<file path="config.mk">
export PLATFORM = sky130hd
export DESIGN_NAME = seq_divider
export DESIGN_NICKNAME = d
export VERILOG_FILES = /design/src/rtl/div_pkg.sv /design/src/rtl/div_step.sv /design/src/rtl/seq_divider.sv
export SDC_FILE = /design/constraint.sdc
export NUM_CORES = 1
export LEC_CHECK = 0
export BUFFER_PORTS_ARGS = -buffer_cell sky130_fd_sc_hd__buf_2
export CAP_MARGIN = 20
export CORE_MARGIN = 4
export CORE_UTILIZATION = 50
export DETAILED_ROUTE_END_ITERATION = 16
export PLACE_DENSITY = 0.83
export SYNTH_ARGS = -nofsm -noshare
export SYNTH_HDL_FRONTEND = slang
export SYNTH_HIERARCHICAL = 1
export SYNTH_SLANG_ARGS = --single-unit
</file>
<file path="constraint.sdc">
create_clock -name clk -period 1.9 [get_ports clk]
set_clock_uncertainty 0.05 [all_clocks]
set_input_delay 0.095 -clock clk [delete_from_list [all_inputs] [get_ports clk]]
set_output_delay 0.095 -clock clk [all_outputs]
set_load 0.03 [all_outputs]
</file>
<file path="src/rtl/div_pkg.sv">
`default_nettype none
// ============================================================================
// Module  : div_pkg
// Purpose : Shared widths, state encoding and constants for the sequential
//           restoring divider (seq_divider) and its step cell (div_step).
// Contents: DIVIDEND_W, DIVISOR_W, REM_W, CNT_W, DIV0_QUOTIENT, state_e
// Revision: 1.0 - initial release
// ============================================================================
package div_pkg;

    localparam int DIVIDEND_W = 8;
    localparam int DIVISOR_W  = 4;
    // One extra bit holds the shifted-in dividend bit before the trial subtract
    localparam int REM_W      = DIVISOR_W + 1;
    localparam int CNT_W      = 3;

    localparam logic [DIVIDEND_W-1:0] DIV0_QUOTIENT = 8'hFF;

    typedef enum logic [1:0] {
        IDLE = 2'b00,
        CALC = 2'b01,
        DONE = 2'b10
    } state_e;

endpackage
`default_nettype wire

</file>
<file path="src/rtl/div_step.sv">
`default_nettype none
// ============================================================================
// Module  : div_step
// Purpose : One restoring-division iteration. Trial-subtracts the divisor
//           from the shifted partial remainder; the borrow decides whether
//           the original value is restored and gives the quotient bit.
// Ports   : t        in  REM_W     shifted partial remainder
//           divisor  in  DIVISOR_W divisor
//           rem_next out REM_W     partial remainder after this step
//           q_bit    out 1         quotient bit produced by this step
// Revision: 1.0 - initial release
// ============================================================================
module div_step
    import div_pkg::*;
(
    input  logic [REM_W-1:0]     t,
    input  logic [DIVISOR_W-1:0] divisor,
    output logic [REM_W-1:0]     rem_next,
    output logic                 q_bit
);

    logic [REM_W:0] diff;
    logic           borrow;

    // Extra MSB of the difference is the borrow out of the 5-bit subtract
    assign diff     = (REM_W+1)'(t) - (REM_W+1)'(divisor);
    assign borrow   = diff[REM_W];
    assign q_bit    = ~borrow;
    assign rem_next = borrow ? t : diff[REM_W-1:0];

endmodule
`default_nettype wire

</file>
<file path="src/rtl/seq_divider.sv">
`default_nettype none
// ============================================================================
// Module  : seq_divider
// Purpose : Sequential unsigned restoring divider, 8-bit dividend by 4-bit
//           divisor, one quotient bit per clock, start/busy/done handshake.
// Ports   : clk         in  1  system clock, rising edge
//           rst_n       in  1  asynchronous active-low reset
//           start       in  1  request, sampled only in IDLE
//           dividend    in  8  numerator, latched on accept
//           divisor     in  4  denominator, latched on accept
//           busy        out 1  high while iterating
//           done        out 1  one-cycle pulse, results valid
//           quotient    out 8  held until next accept
//           remainder   out 4  held until next accept
//           div_by_zero out 1  last operation had a zero divisor
// Revision: 1.0 - initial release
// ============================================================================
module seq_divider
    import div_pkg::*;
(
    input  logic                  clk,
    input  logic                  rst_n,
    input  logic                  start,
    input  logic [DIVIDEND_W-1:0] dividend,
    input  logic [DIVISOR_W-1:0]  divisor,
    output logic                  busy,
    output logic                  done,
    output logic [DIVIDEND_W-1:0] quotient,
    output logic [DIVISOR_W-1:0]  remainder,
    output logic                  div_by_zero
);

    state_e                state_q, state_d;
    logic [DIVIDEND_W-1:0] q_q, q_d;        // dividend shifting out, quotient shifting in
    logic [DIVISOR_W-1:0]  d_q, d_d;
    logic [REM_W-1:0]      r_q, r_d;
    logic [CNT_W-1:0]      cnt_q, cnt_d;
    logic                  busy_q, busy_d;
    logic                  done_q, done_d;
    logic [DIVIDEND_W-1:0] quotient_q, quotient_d;
    logic [DIVISOR_W-1:0]  remainder_q, remainder_d;
    logic                  dbz_q, dbz_d;

    logic [REM_W-1:0]      step_t;
    logic [REM_W-1:0]      step_rem;
    logic                  step_qbit;

    // r_q stays below the divisor, so its MSB is always zero and drops out here
    assign step_t = REM_W'({r_q, q_q[DIVIDEND_W-1]});

    div_step u_step (
        .t        (step_t),
        .divisor  (d_q),
        .rem_next (step_rem),
        .q_bit    (step_qbit)
    );

    always_comb begin
        state_d     = state_q;
        q_d         = q_q;
        d_d         = d_q;
        r_d         = r_q;
        cnt_d       = cnt_q;
        done_d      = 1'b0;
        quotient_d  = quotient_q;
        remainder_d = remainder_q;
        dbz_d       = dbz_q;

        case (state_q)
            IDLE: begin
                // done_q high in IDLE only after the zero-divisor path; its
                // pulse must finish before the next operation is taken
                if (start && !done_q) begin
                    q_d     = dividend;
                    d_d     = divisor;
                    r_d     = '0;
                    cnt_d   = '0;
                    state_d = (divisor == '0) ? DONE : CALC;
                end
            end
            CALC: begin
                r_d   = step_rem;
                q_d   = {q_q[DIVIDEND_W-2:0], step_qbit};
                cnt_d = cnt_q + CNT_W'(1);
                if (cnt_q == CNT_W'(7)) begin
                    state_d     = DONE;
                    quotient_d  = {q_q[DIVIDEND_W-2:0], step_qbit};
                    remainder_d = step_rem[DIVISOR_W-1:0];
                    dbz_d       = 1'b0;
                    done_d      = 1'b1;
                end
            end
            DONE: begin
                state_d = IDLE;
                // Zero divisor: results and the done pulse come out one edge
                // after accept, i.e. on the exit from DONE
                if (d_q == '0) begin
                    quotient_d  = DIV0_QUOTIENT;
                    remainder_d = q_q[DIVISOR_W-1:0];
                    dbz_d       = 1'b1;
                    done_d      = 1'b1;
                end
            end
            default: state_d = IDLE;
        endcase

        busy_d = (state_d == CALC);
    end

    always_ff @(posedge clk or negedge rst_n) begin
        if (!rst_n) begin
            state_q     <= IDLE;
            q_q         <= '0;
            d_q         <= '0;
            r_q         <= '0;
            cnt_q       <= '0;
            busy_q      <= 1'b0;
            done_q      <= 1'b0;
            quotient_q  <= '0;
            remainder_q <= '0;
            dbz_q       <= 1'b0;
        end else begin
            state_q     <= state_d;
            q_q         <= q_d;
            d_q         <= d_d;
            r_q         <= r_d;
            cnt_q       <= cnt_d;
            busy_q      <= busy_d;
            done_q      <= done_d;
            quotient_q  <= quotient_d;
            remainder_q <= remainder_d;
            dbz_q       <= dbz_d;
        end
    end

    assign busy        = busy_q;
    assign done        = done_q;
    assign quotient    = quotient_q;
    assign remainder   = remainder_q;
    assign div_by_zero = dbz_q;

endmodule
`default_nettype wire
</file>
* After elaboration in Yosys (flattened, before gate mapping)
Cells that the tools add are included.
** Storage, ports and cells
- Input bits :: 15
- Flip-flop bits (word level) :: 36
- Output and inout port bits :: 15
- Logic and storage cells :: 53
** Operators by class
- Eq/ne operators :: 7
- Add/sub/neg operators :: 2
- Reductions and logical operators :: 10
- Mux-type cells :: 23
- Bitwise logic cells :: 1
** Operators with widths (count)
- 8-bit case mux with 2 select lines :: 2
- 8-bit 2-to-1 mux :: 3
- 4-bit 2-to-1 mux :: 4
- 4-bit case mux with 2 select lines :: 2
- 4-bit zero test :: 2
- 2-bit 2-to-1 mux :: 3
- 2-bit != test, second input constant :: 3
- 3-bit case mux with 2 select lines :: 1
- 5-bit by 4-bit subtractor with 6-bit output :: 1
- 2-bit by 1-bit == test with 1-bit output, second input constant :: 2
- 1-bit 2-to-1 mux :: 4
- 1-bit case mux with 2 select lines :: 2
- 2-bit case mux with 2 select lines :: 1
- 2-bit AND reduction :: 2
- 2-bit nonzero test :: 2
- 3-bit by 1-bit adder with 3-bit output, second input constant :: 1
- 3-bit == test, second input constant :: 1
- 3-bit 2-to-1 mux :: 1
- 3-bit AND reduction :: 1
- 2-bit == test, second input constant :: 1
- 2-bit zero test :: 1
- 1-bit logical AND :: 1
- 1-bit zero test :: 1
- 1-bit inverter :: 1

* Longest topological paths before layout
Gate-level depths: netlist (run 1).
- Word-level depth :: 5
- Depth in mapped cells :: 8
- Gate-level depth less buffers :: 8

* Hierarchy
The synthesis (run 1) kept the hierarchy.
** Modules (own cells, without submodules)
- seq_divider :: area each 1609.0 um2, cells an instance 133, times used 1, seq. area each 900.9 um2
- div_step :: area each 235.2 um2, cells an instance 28, times used 1, seq. area each 0.0 um2

* Worst setup path before layout (run 1)
OpenSTA, ideal clock, no wires.
- Path type :: register -> register
- Start point :: register d_q[1]
- End point :: register remainder_q[1] (netlist: remainder[1])
- Path slack :: -0.014 ns
- Buffers on the path :: 0
- Clock period less this slack :: 1.914 ns
- Setup time :: 0.123 ns
- Data required time :: 1.727 ns
- Cell stages (with the launch flop) :: 9
- Arrival time :: 1.742 ns
- Cell sequence :: dfrtp_1 -> inv_1 -> ha_1 -> nor2b_1 -> o31a_1 -> nand2b_4 -> mux2_4 -> a22oi_1 -> nand2_1
** Between the ends
- Cells in the longest elaborated chain, start to end :: 4
- Elaborated cells between the ends (all ways) :: 7
- Those cells by class :: 1 x add/sub; 1 x eq/ne; 3 x mux; 2 x reduce/logical
** RTL lines
- start: declaration :: RTL line seq_divider.sv:35 : logic [DIVISOR_W-1:0] d_q, d_d;
- start signal: assignment :: RTL line seq_divider.sv:114 : d_q <= '0;
- start signal: assignment :: RTL line seq_divider.sv:125 : d_q <= d_d;
- 5-bit by 4-bit subtractor with 6-bit output :: RTL line div_step.sv:26 : assign diff = (REM_W+1)'(t) - (REM_W+1)'(divisor);
- 4-bit 2-to-1 mux :: RTL line div_step.sv:29 : assign rem_next = borrow ? t : diff[REM_W-1:0];
- via step_rem[1] :: RTL line seq_divider.sv:45 : logic [REM_W-1:0] step_rem;
- 4-bit 2-to-1 mux :: RTL line seq_divider.sv:85 : if (cnt_q == CNT_W'(7)) begin
- 4-bit case mux with 2 select lines :: RTL line seq_divider.sv:69 : case (state_q)
- end signal: assignment :: RTL line seq_divider.sv:131 : remainder_q <= remainder_d;
- end: declaration :: RTL line seq_divider.sv:41 : logic [DIVISOR_W-1:0] remainder_q, remainder_d;
The timed path passes the listed nets, and every way through them passes these cells. The select of a mux whose other input is x is not followed.
A chain may end at the register's enable or synchronous reset.

* Final worst setup path (run 1)
- Start point :: register d_q[1]
- End point :: register r_q[2]
** Between the ends
- Cells in the longest elaborated chain, start to end :: 3
** RTL lines
- 5-bit by 4-bit subtractor with 6-bit output :: RTL line div_step.sv:26
- 4-bit 2-to-1 mux :: RTL line div_step.sv:29
- via step_rem[2] :: RTL line seq_divider.sv:45
- 4-bit case mux with 2 select lines :: RTL line seq_divider.sv:69
- end signal: assignment :: RTL line seq_divider.sv:126 : r_q <= r_d;
- end: declaration :: RTL line seq_divider.sv:36 : logic [REM_W-1:0] r_q, r_d;
The timed path passes the listed nets, and every way through them passes these cells.

==> results of run 1 <==
flip-flops by register name, indices dropped and copies added, names as in the netlist:
register     count
state_q          2
quotient         8
cnt_q            3
q_q              8
remainder        4
div_by_zero      1
r_q              4
d_q              4
busy             1
done             1
metal layers:
layer / wire (um) / share of wire [%] / global-route usage (%) / up-vias
li1: - / - / - / 675
met1: 1720 / 41 / 23.7 / 722
met2: 2200 / 52 / 36.9 / 39
met3: 250 / 5.9 / 6.40 / 8
met4: 73 / 1.7 / 8.68 / 0
met5: 0 / 0 / 0 / -
critical path: cells and delay by family, from the launching register on:
kind | cells | cell delay, ps
buf+inv | 1 | 60
fa+ha+maj | 1 | 280
flops | 1 | 370
mux | 1 | 310
compound gates | 2 | 460
simple gates | 2 | 300
cell type report:
class,instances,area share [%]
clock buffer,6,1.83
tap,46,2.55
inverter,9,1.50
timing repair buffer,50,14.2
clock inverter,2,1.55
sequential,36,39.9
multi-input combinational,105,38.4
placed cells by master, fill, tap and decap left out, types with 2 or more instances in the layout:
cell            n
nand2b_1        2
clkbuf_4        5
a22oi_1         3
o21ai_0         9
a21oi_1         4
dlygate4sd3_1   7
nor2b_1         2
nand2_1        12
mux2_4          3
mux2i_1        10
a22o_1          6
nor3_1          2
o22a_2          7
buf_2          29
inv_1           9
a22oi_2         2
buf_4          14
and3_1          4
a31oi_1         4
nand3b_1        2
o21a_1          3
ha_1            9
nor2_1          2
dfrtp_1        36
mux2_2          5
where the power goes:
group	total (mW)	internal (mW)	switching, mW	leakage [nW]
Sequential	1.38	1.11	0.265	0.426
Combinational	2.33	1.09	1.24	0.614
Clock	0.536	0.276	0.260	0.0422
through the flow:
stage                     TNS [ps]  cell area, um^2  hold slack, ps
after global routing          -516             2260            14.5
final                         -101             2260           0.856
after global placement           0             2060             154
after floorplan                  0             1820            -251
after detailed placement      -786             2060             171
after CTS                    -91.1             2230         0.00575
what timing repair did:
action                                 4_1_cts  5_1_grt
hold buffers                                 7        0
endpoints found under the hold margin       42        0
pin swaps                                    2        3
buffers inserted                             1        3
resized for setup                            3        2
setup endpoints to repair                   14       16
how the worst max path moves through the flow:
stage          startpoint           end
2_1_floorplan      d_q[1]  remainder[1]
3_3_place_gp     cnt_q[0]   quotient[7]
3_5_place_dp     cnt_q[0]   quotient[2]
4_1_cts            d_q[1]  remainder[1]
5_1_grt            d_q[1]  remainder[0]
6_report           d_q[1]        r_q[2]
==> results.toml, run 1 <==
[outcome]
outcome = "finished with violations"
violations = "negative setup slack"

[hold_path]
hold_start = "dividend[3]"
hold_depth = 3
holdPathEnd = "q_q[3]"
hp-class = "in -> reg"

[placement]
hpwl_um = 3060
pre_cts_slack_ps = -79.2
io_buffers = 29
dp_cells = 235
gp_congestion = 0.815

[global_route]
grt_pass1_vias = 1577
track_usage_pct = 21.1
antenna_found_initial = 0
gr-total-overflow = 0
grt_max_degree = 37
grt_pass1_wl_um = 7120

[job]
drv_cap = 0

[power]
ir_drop_v = 0.000901
p_leak_nw = 1.08
p_per_area_nw_per_um2 = 1880
power_mw = 4.24

[setup_path]
rrSetupSlack_ps = -30
arrival_ps = 2130
worst_r2r_endpoint = "r_q[2]"
slowest_delay_ps = 370
critPathCaptureType = "flop"
r2r_start = "d_q[1]"
crit_fanout = 3
worst_path_max_delay_cell = "dfrtp_1"
start_kind = "flop"
crit_type = "reg -> reg"
r2r_cells = 7
cp_cell_sequence = "inv_1, ha_1, nor2b_1, o31a_1, nand2b_4, mux2_4, a22o_1"
crit_required_ps = 2100

[floorplanning]
io_pins = 30
initial_core_util_pct = 53.2
die_y_um = 68.3
die_w_um = 68.3
die_area_um2 = 4660
rows = 21
core_area_um2 = 3420

[routing]
dr_total_vias = 1444
routed_wl_um = 4250
drcViolationCount = 0
drtIter0Drc = 149
wl_per_cell_um = 16.7
via_per_inst = 5.69
postRouteAntennaNets = 0
dr.pass1.iters = 4

[sta]
setup_viol = 5
fin_crit_sh_pct = 102
fmax_mhz = 517
drv_slew = 0
rsz0062_at_grt = "true"
slew_headroom_pct = 46.3
hold_violations = 0
setup_ws_ps = -33.0
tightest_slew_ps = 805
final.min_clock_period_ps = 1930

[cts]
clk_pin_slew_ps = 120
clockBufferDepth = 2
cts_made_buffers = 5
cts_tree = "built"
cts_max_level = 2
root_buffer = "clkbuf_4"
cts.sinks = 36
worstSkewPairLatency_ps = 350

[finish]
multiInputGateArea_um2 = 867
drive_gt1_share_pct = 35.1
area_growth_pct = 24.1
fin_cells = 254
nets = 232
num_antenna_cells = 0
seqCellArea_um2 = 901
fill_cells = 283
final_core_util_pct = 66.0

[synth]
synthCells = 156
syn_nets = 181
netlist_area_um2 = 1820
yosysWarningCount = 6
avgSynthCellArea_um2 = 11.7
Note: power is estimated with default switching activity, not from simulation.
==> run 2, diff against run 1 <==
--- a/config.mk
+++ b/config.mk
@@ -15,3 +15,2 @@
 export SYNTH_HDL_FRONTEND = slang
-export SYNTH_HIERARCHICAL = 1
 export SYNTH_SLANG_ARGS = --single-unit
--- a/constraint.sdc
+++ b/constraint.sdc
@@ -4,2 +4,2 @@
 set_output_delay 0.095 -clock clk [all_outputs]
-set_load 0.03 [all_outputs]
+set_load 0.01 [all_outputs]
==> run 2 against run 1 <==
Compared with the run above:
- the flow still finishes with violations (negative setup slack)
- non-clock buffer count increased by 9
- critical path depth did not move
- cell count increased by 6.3%
- power down 4.5%
- cell area increased by 3.5%
- critical path type unchanged
- critical endpoint is now r_q[0]
- largest cell class unchanged
==> results.toml, run 2 <==
[outcome]
outcome = "finished with violations"
violations = "negative setup slack"

[finish]
num_antenna_cells = 0
layout_commonest_cell = "dfrtp_1"
fill_cells = 251
final_core_util_pct = 68.9
design_area_um2 = 2340
nets = 248
most-common-layout-cells = "dfrtp_1 (36), buf_2 (29), buf_4 (19)"
drive_gt1_share_pct = 32.1
area_growth_pct = 30.1

[routing]
wl_per_cell_um = 15.6
dr_total_vias = 1452
top_layer = "met4"
met3_length_um = 237
wl_met1_um = 1920
drcViolationCount = 0
drtIter0Drc = 54
wl_met2_um = 2000
postRouteAntennaNets = 0
routed_wl_um = 4210
dr.pass1.iters = 4
via_per_inst = 5.38

[sta]
fmax_mhz = 510
setup_ws_ps = -60.8
drv_slew = 0
final.min_clock_period_ps = 1960
hold_violations = 0
fin_crit_sh_pct = 103
slew_headroom_pct = 47.6
fin_hold_ws_ps = 28.2
tightest_slew_ps = 786
setup-tns-final_ps = -167
rsz0062_at_grt = "true"
setup_viol = 5

[floorplanning]
io_pins = 30
die_area_um2 = 4610
die_y_um = 67.9
rows = 21
die_w_um = 67.9
initial_core_util_pct = 53.0
core_area_um2 = 3390

[global_route]
grt_max_degree = 37
track_usage_pct = 20.6
antenna_found_initial = 0
grt_pass1_wl_um = 6940
gr-total-overflow = 0
grt_pass1_vias = 1477

[placement]
pre_cts_slack_ps = -114
gp_congestion = 0.867
io_buffers = 29
dpl_cell_area_um2 = 2070
hpwl_um = 2990

[setup_path]
r2r_cells = 7
crit_end = "r_q[0]"
cp-startpoint = "d_q[1]"
r2r_start = "d_q[1]"
crit_fanout = 4
start_kind = "flop"
worst_r2r_endpoint = "r_q[0]"
critPathCaptureType = "flop"
arrival_ps = 2190
rrSetupSlack_ps = -60
crit_type = "reg -> reg"
crit_required_ps = 2130

[synth]
ys_seq_area_share_pct = 50.2
synthTopCellsByArea = "dfrtp_1 (50%), ha_1 (6.3%), mux2i_1 (5.0%)"
yosysTopAreaCellShare_pct = 50.2
yosys-top-cells-count = "dfrtp_1 (36), nand2_1 (17), o21ai_1 (16)"
yosysWarningCount = 0
synth_top_area_cell = "dfrtp_1"
synth_flop_cell = "dfrtp_1"
synth_most_common_cell = "dfrtp_1"
synth_seq_cells = 36
syn_nets = 188
netlist_area_um2 = 1800
synthCells = 163
synth_edf_count = 0
synth_async_sr_flop_share_pct = 100
synth_cell_types = 38
avgSynthCellArea_um2 = 11.0

[cts]
cts_made_buffers = 5
cts_tree = "built"
cts.sinks = 36
root_buffer = "clkbuf_4"
clk_pin_slew_ps = 100
clockBufferDepth = 2
worstSkewPairLatency_ps = 360
cts_max_level = 2

[power]
ir_drop_v = 0.000783
p_leak_nw = 1.09
p_per_area_nw_per_um2 = 1740

[hold_path]
hp-class = "in -> reg"

[job]
drv_cap = 0
[run 2: cell types whose count changed in the layout (fill, tap and decap cells not counted), sizes merged, moves of 4 or more]
cell and delta:
a22o -6, a22oi -5, o221ai +4, buf +5, o21ai +13, dlygate4sd3 +4, nand2 +6, and3 -4
a31oi -4
[run 2: what timing repair did]
action,4_1_cts,5_1_grt
resized for setup,3,4
endpoints found under the hold margin,46,0
buffers inserted,3,3
pin swaps,7,3
hold buffers,11,0
setup endpoints to repair,9,9
[run 2: cell type report]
cell class	instances	area (um^2)	share of cell area, %
multi-input cells	112	870	37.2
well taps	46	57.6	2.46
inverters	9	33.8	1.45
repair buffers	59	398	17.0
clock inverters	2	35.0	1.50
flip-flops and latches	36	901	38.6
clock buffers	6	41.3	1.77
[run 2: routing by layer]
layer  global-route usage, %  vias up
li1                        -      709
met1                    27.9      699
met2                    32.5       38
met3                    5.75        6
met4                    5.21        0
met5                       0        -
[run 2: kinds of logic after synthesis]
group,share of synthesized area [%]
multiplexers,8.15
adder cells (fa/ha/maj),7.39
AND/OR/NAND/NOR,11.8
flip-flops,50.2
AO/OA/AOI/OAI,18.2
XOR/XNOR,0.488
buffers and inverters,3.76
[run 2: critical path, stage by stage, from the launching register on]
cell     delay (ps)
dfrtp_1         410
inv_2            80
ha_4            190
nor2b_4         120
o31a_1          280
nor3_4          310
mux2_4          350
o21ai_2         120
[run 2: worst min-delay path by stage]
stage                     start  cells past startpoint  slack, ps     end
floorplan                 rst_n                      0       -250    busy
global placement          rst_n                      1        170  d_q[2]
detailed placement        rst_n                      1        170  d_q[2]
CTS                 dividend[3]                      3         20  q_q[3]
global route        dividend[3]                      3         10  q_q[3]
finish              dividend[3]                      3         30  q_q[3]
[run 2: where the power goes]
| part | internal [mW] | switching [mW] |
|---|---|---|
| clock | 0.276 | 0.260 |
| sequential | 1.09 | 0.240 |
| combinational | 1.07 | 1.12 |
[run 2: through the flow]
| stage | instances | total power [mW] |
|---|---|---|
| 5_1_grt | 270 | 4.39 |
| 3_3_place_gp | 245 | 3.21 |
| 2_1_floorplan | 163 | 2.66 |
| 4_1_cts | 267 | 3.97 |
| 3_5_place_dp | 245 | 3.30 |
| 6_report | 270 | 4.06 |
==> run 3, diff against run 2 <==
- TNS_END_PERCENT: unset -> 10
==> run 3 against run 2 <==
Compared with the run above:
- the run still ends with negative setup slack left
- maximum frequency increased by 3.0%
- sequential cell count unchanged
- non-clock buffer count decreased by 3
- critical path depth unchanged
- cell count decreased by 1.1%
- clock power increased by 1%
- sequential power about the same
- worst hold slack improved by 43 ps
==> results.toml, run 3 (synthesis results as in run 2) <==
[cts]
cts_tree = "built"
clk_pin_slew_ps = 120
cts_max_level = 2
cts.sinks = 36
clockBufferDepth = 2
root_buffer = "clkbuf_4"
worstSkewPairLatency_ps = 350
postCtsSetupRepairBufs = 0
cts_made_buffers = 5

[sta]
slew_headroom_pct = 47.0
fin_hold_ws_ps = 71.2
hold_violations = 0
tightest_slew_ps = 795
final.min_clock_period_ps = 1900
rsz0062_at_grt = "true"
drv_slew = 0
fin_crit_sh_pct = 100
setup_ws_ps = -3.07
fmax_mhz = 525
setup_viol = 1

[global_route]
track_usage_pct = 20.9
gr-usage-met3_pct = 7.06
top_usage_layer = "met2"
use_met2_pct = 31.2
grt_max_degree = 37
grt_pass1_vias = 1449
met1_usage_pct = 27.6
grt_pass1_wl_um = 6850
antenna_found_initial = 0
gr-total-overflow = 0

[setup_path]
crit_fanout = 4
crit_type = "reg -> reg"
arrival_ps = 2130
r2r_start = "d_q[1]"
critPathCaptureType = "flop"
r2r_cells = 7
start_kind = "flop"
crit_required_ps = 2130
worst_r2r_endpoint = "r_q[0]"
rrSetupSlack_ps = -3

[floorplanning]
die_w_um = 67.9
die_area_um2 = 4610
core_area_um2 = 3390
rows = 21
io_pins = 30
initial_core_util_pct = 53.0
die_y_um = 67.9

[placement]
io_buffers = 29
hpwl_um = 2860
gp_congestion = 0.835

[routing]
drcViolationCount = 0
via_per_inst = 5.37
postRouteAntennaNets = 0
routed_wl_um = 3960
dr.pass1.iters = 4
drtIter0Drc = 82
wl_per_cell_um = 14.8
dr_total_vias = 1433

[hold_path]
hp-class = "in -> reg"
hold_depth = 4
hold_start = "dividend[0]"
holdPathEnd = "q_q[0]"

[finish]
nets = 245
area_growth_pct = 27.2
num_antenna_cells = 0
drive_gt1_share_pct = 28.1
most-common-layout-cells = "dfrtp_1 (36), buf_2 (29), nand2_1 (17)"
layout_commonest_cell = "dfrtp_1"

[outcome]
outcome = "finished with violations"
violations = "negative setup slack"

[power]
ir_drop_v = 0.000992
p_per_area_nw_per_um2 = 1670
power_mw = 3.82
p_leak_nw = 1.07

[job]
drv_cap = 0
[run 3: metrics by stage]
stage               cell area, um^2  setup TNS, ps  setup WS, ps  std cells  util [%]
global route                   2280           -488         -93.3        267      67.4
detailed placement             2080          -45.7         -26.6        247      61.4
floorplan                      1800          -17.8         -16.3        163         -
global placement               2080          -8.31         -8.31        247      61.4
CTS                            2280          -4.18         -4.18        267      67.2
finish                         2280          -3.07         -3.07        267      67.4
[run 3: cell type report]
type | instances | area (um^2)
fill | 256 | 1100
sequential | 36 | 901
multi-input combinational | 112 | 838
timing repair buffer | 56 | 378
tap | 46 | 57.6
clock buffer | 6 | 41.3
clock inverter | 2 | 35.0
inverter | 9 | 33.8
[run 3: timing repair]
item / 4_1_cts / 5_1_grt
hold buffers: 12 / 0
pin swaps: 1 / 0
endpoints found under the setup margin: 5 / 9
endpoints found under the hold margin: 47 / 0
gates resized for setup: 0 / 2
[run 3: metal layers]
layer | part of all wire (%) | vias to the layer above
met5 | 0 | -
met4 | 1.6 | 0
met3 | 6.2 | 5
met2 | 45 | 40
met1 | 47 | 690
li1 | - | 698
[run 3: power by group]
part,internal [mW],switching [mW]
clock network,0.276,0.266
registers,1.09,0.229
logic,0.947,1.01
[run 3: worst max-delay path by stage]
| stage | start | to | slack (ps) |
|---|---|---|---|
| global route | d_q[1] | remainder[0] | -90 |
| detailed placement | d_q[1] | r_q[0] | -30 |
| finish | d_q[1] | r_q[0] | -3 |
| floorplan | d_q[1] | r_q[0] | -20 |
| CTS | d_q[1] | r_q[0] | -4 |
| global placement | d_q[1] | r_q[0] | -8 |
[run 3: critical path: stages (launching register included)]
cell and delay [ps]:
dfrtp_1 370, inv_2 40, ha_1 270, nor2b_1 140
o31a_1 280, nor3_4 230, mux2_4 340, o21ai_2 120
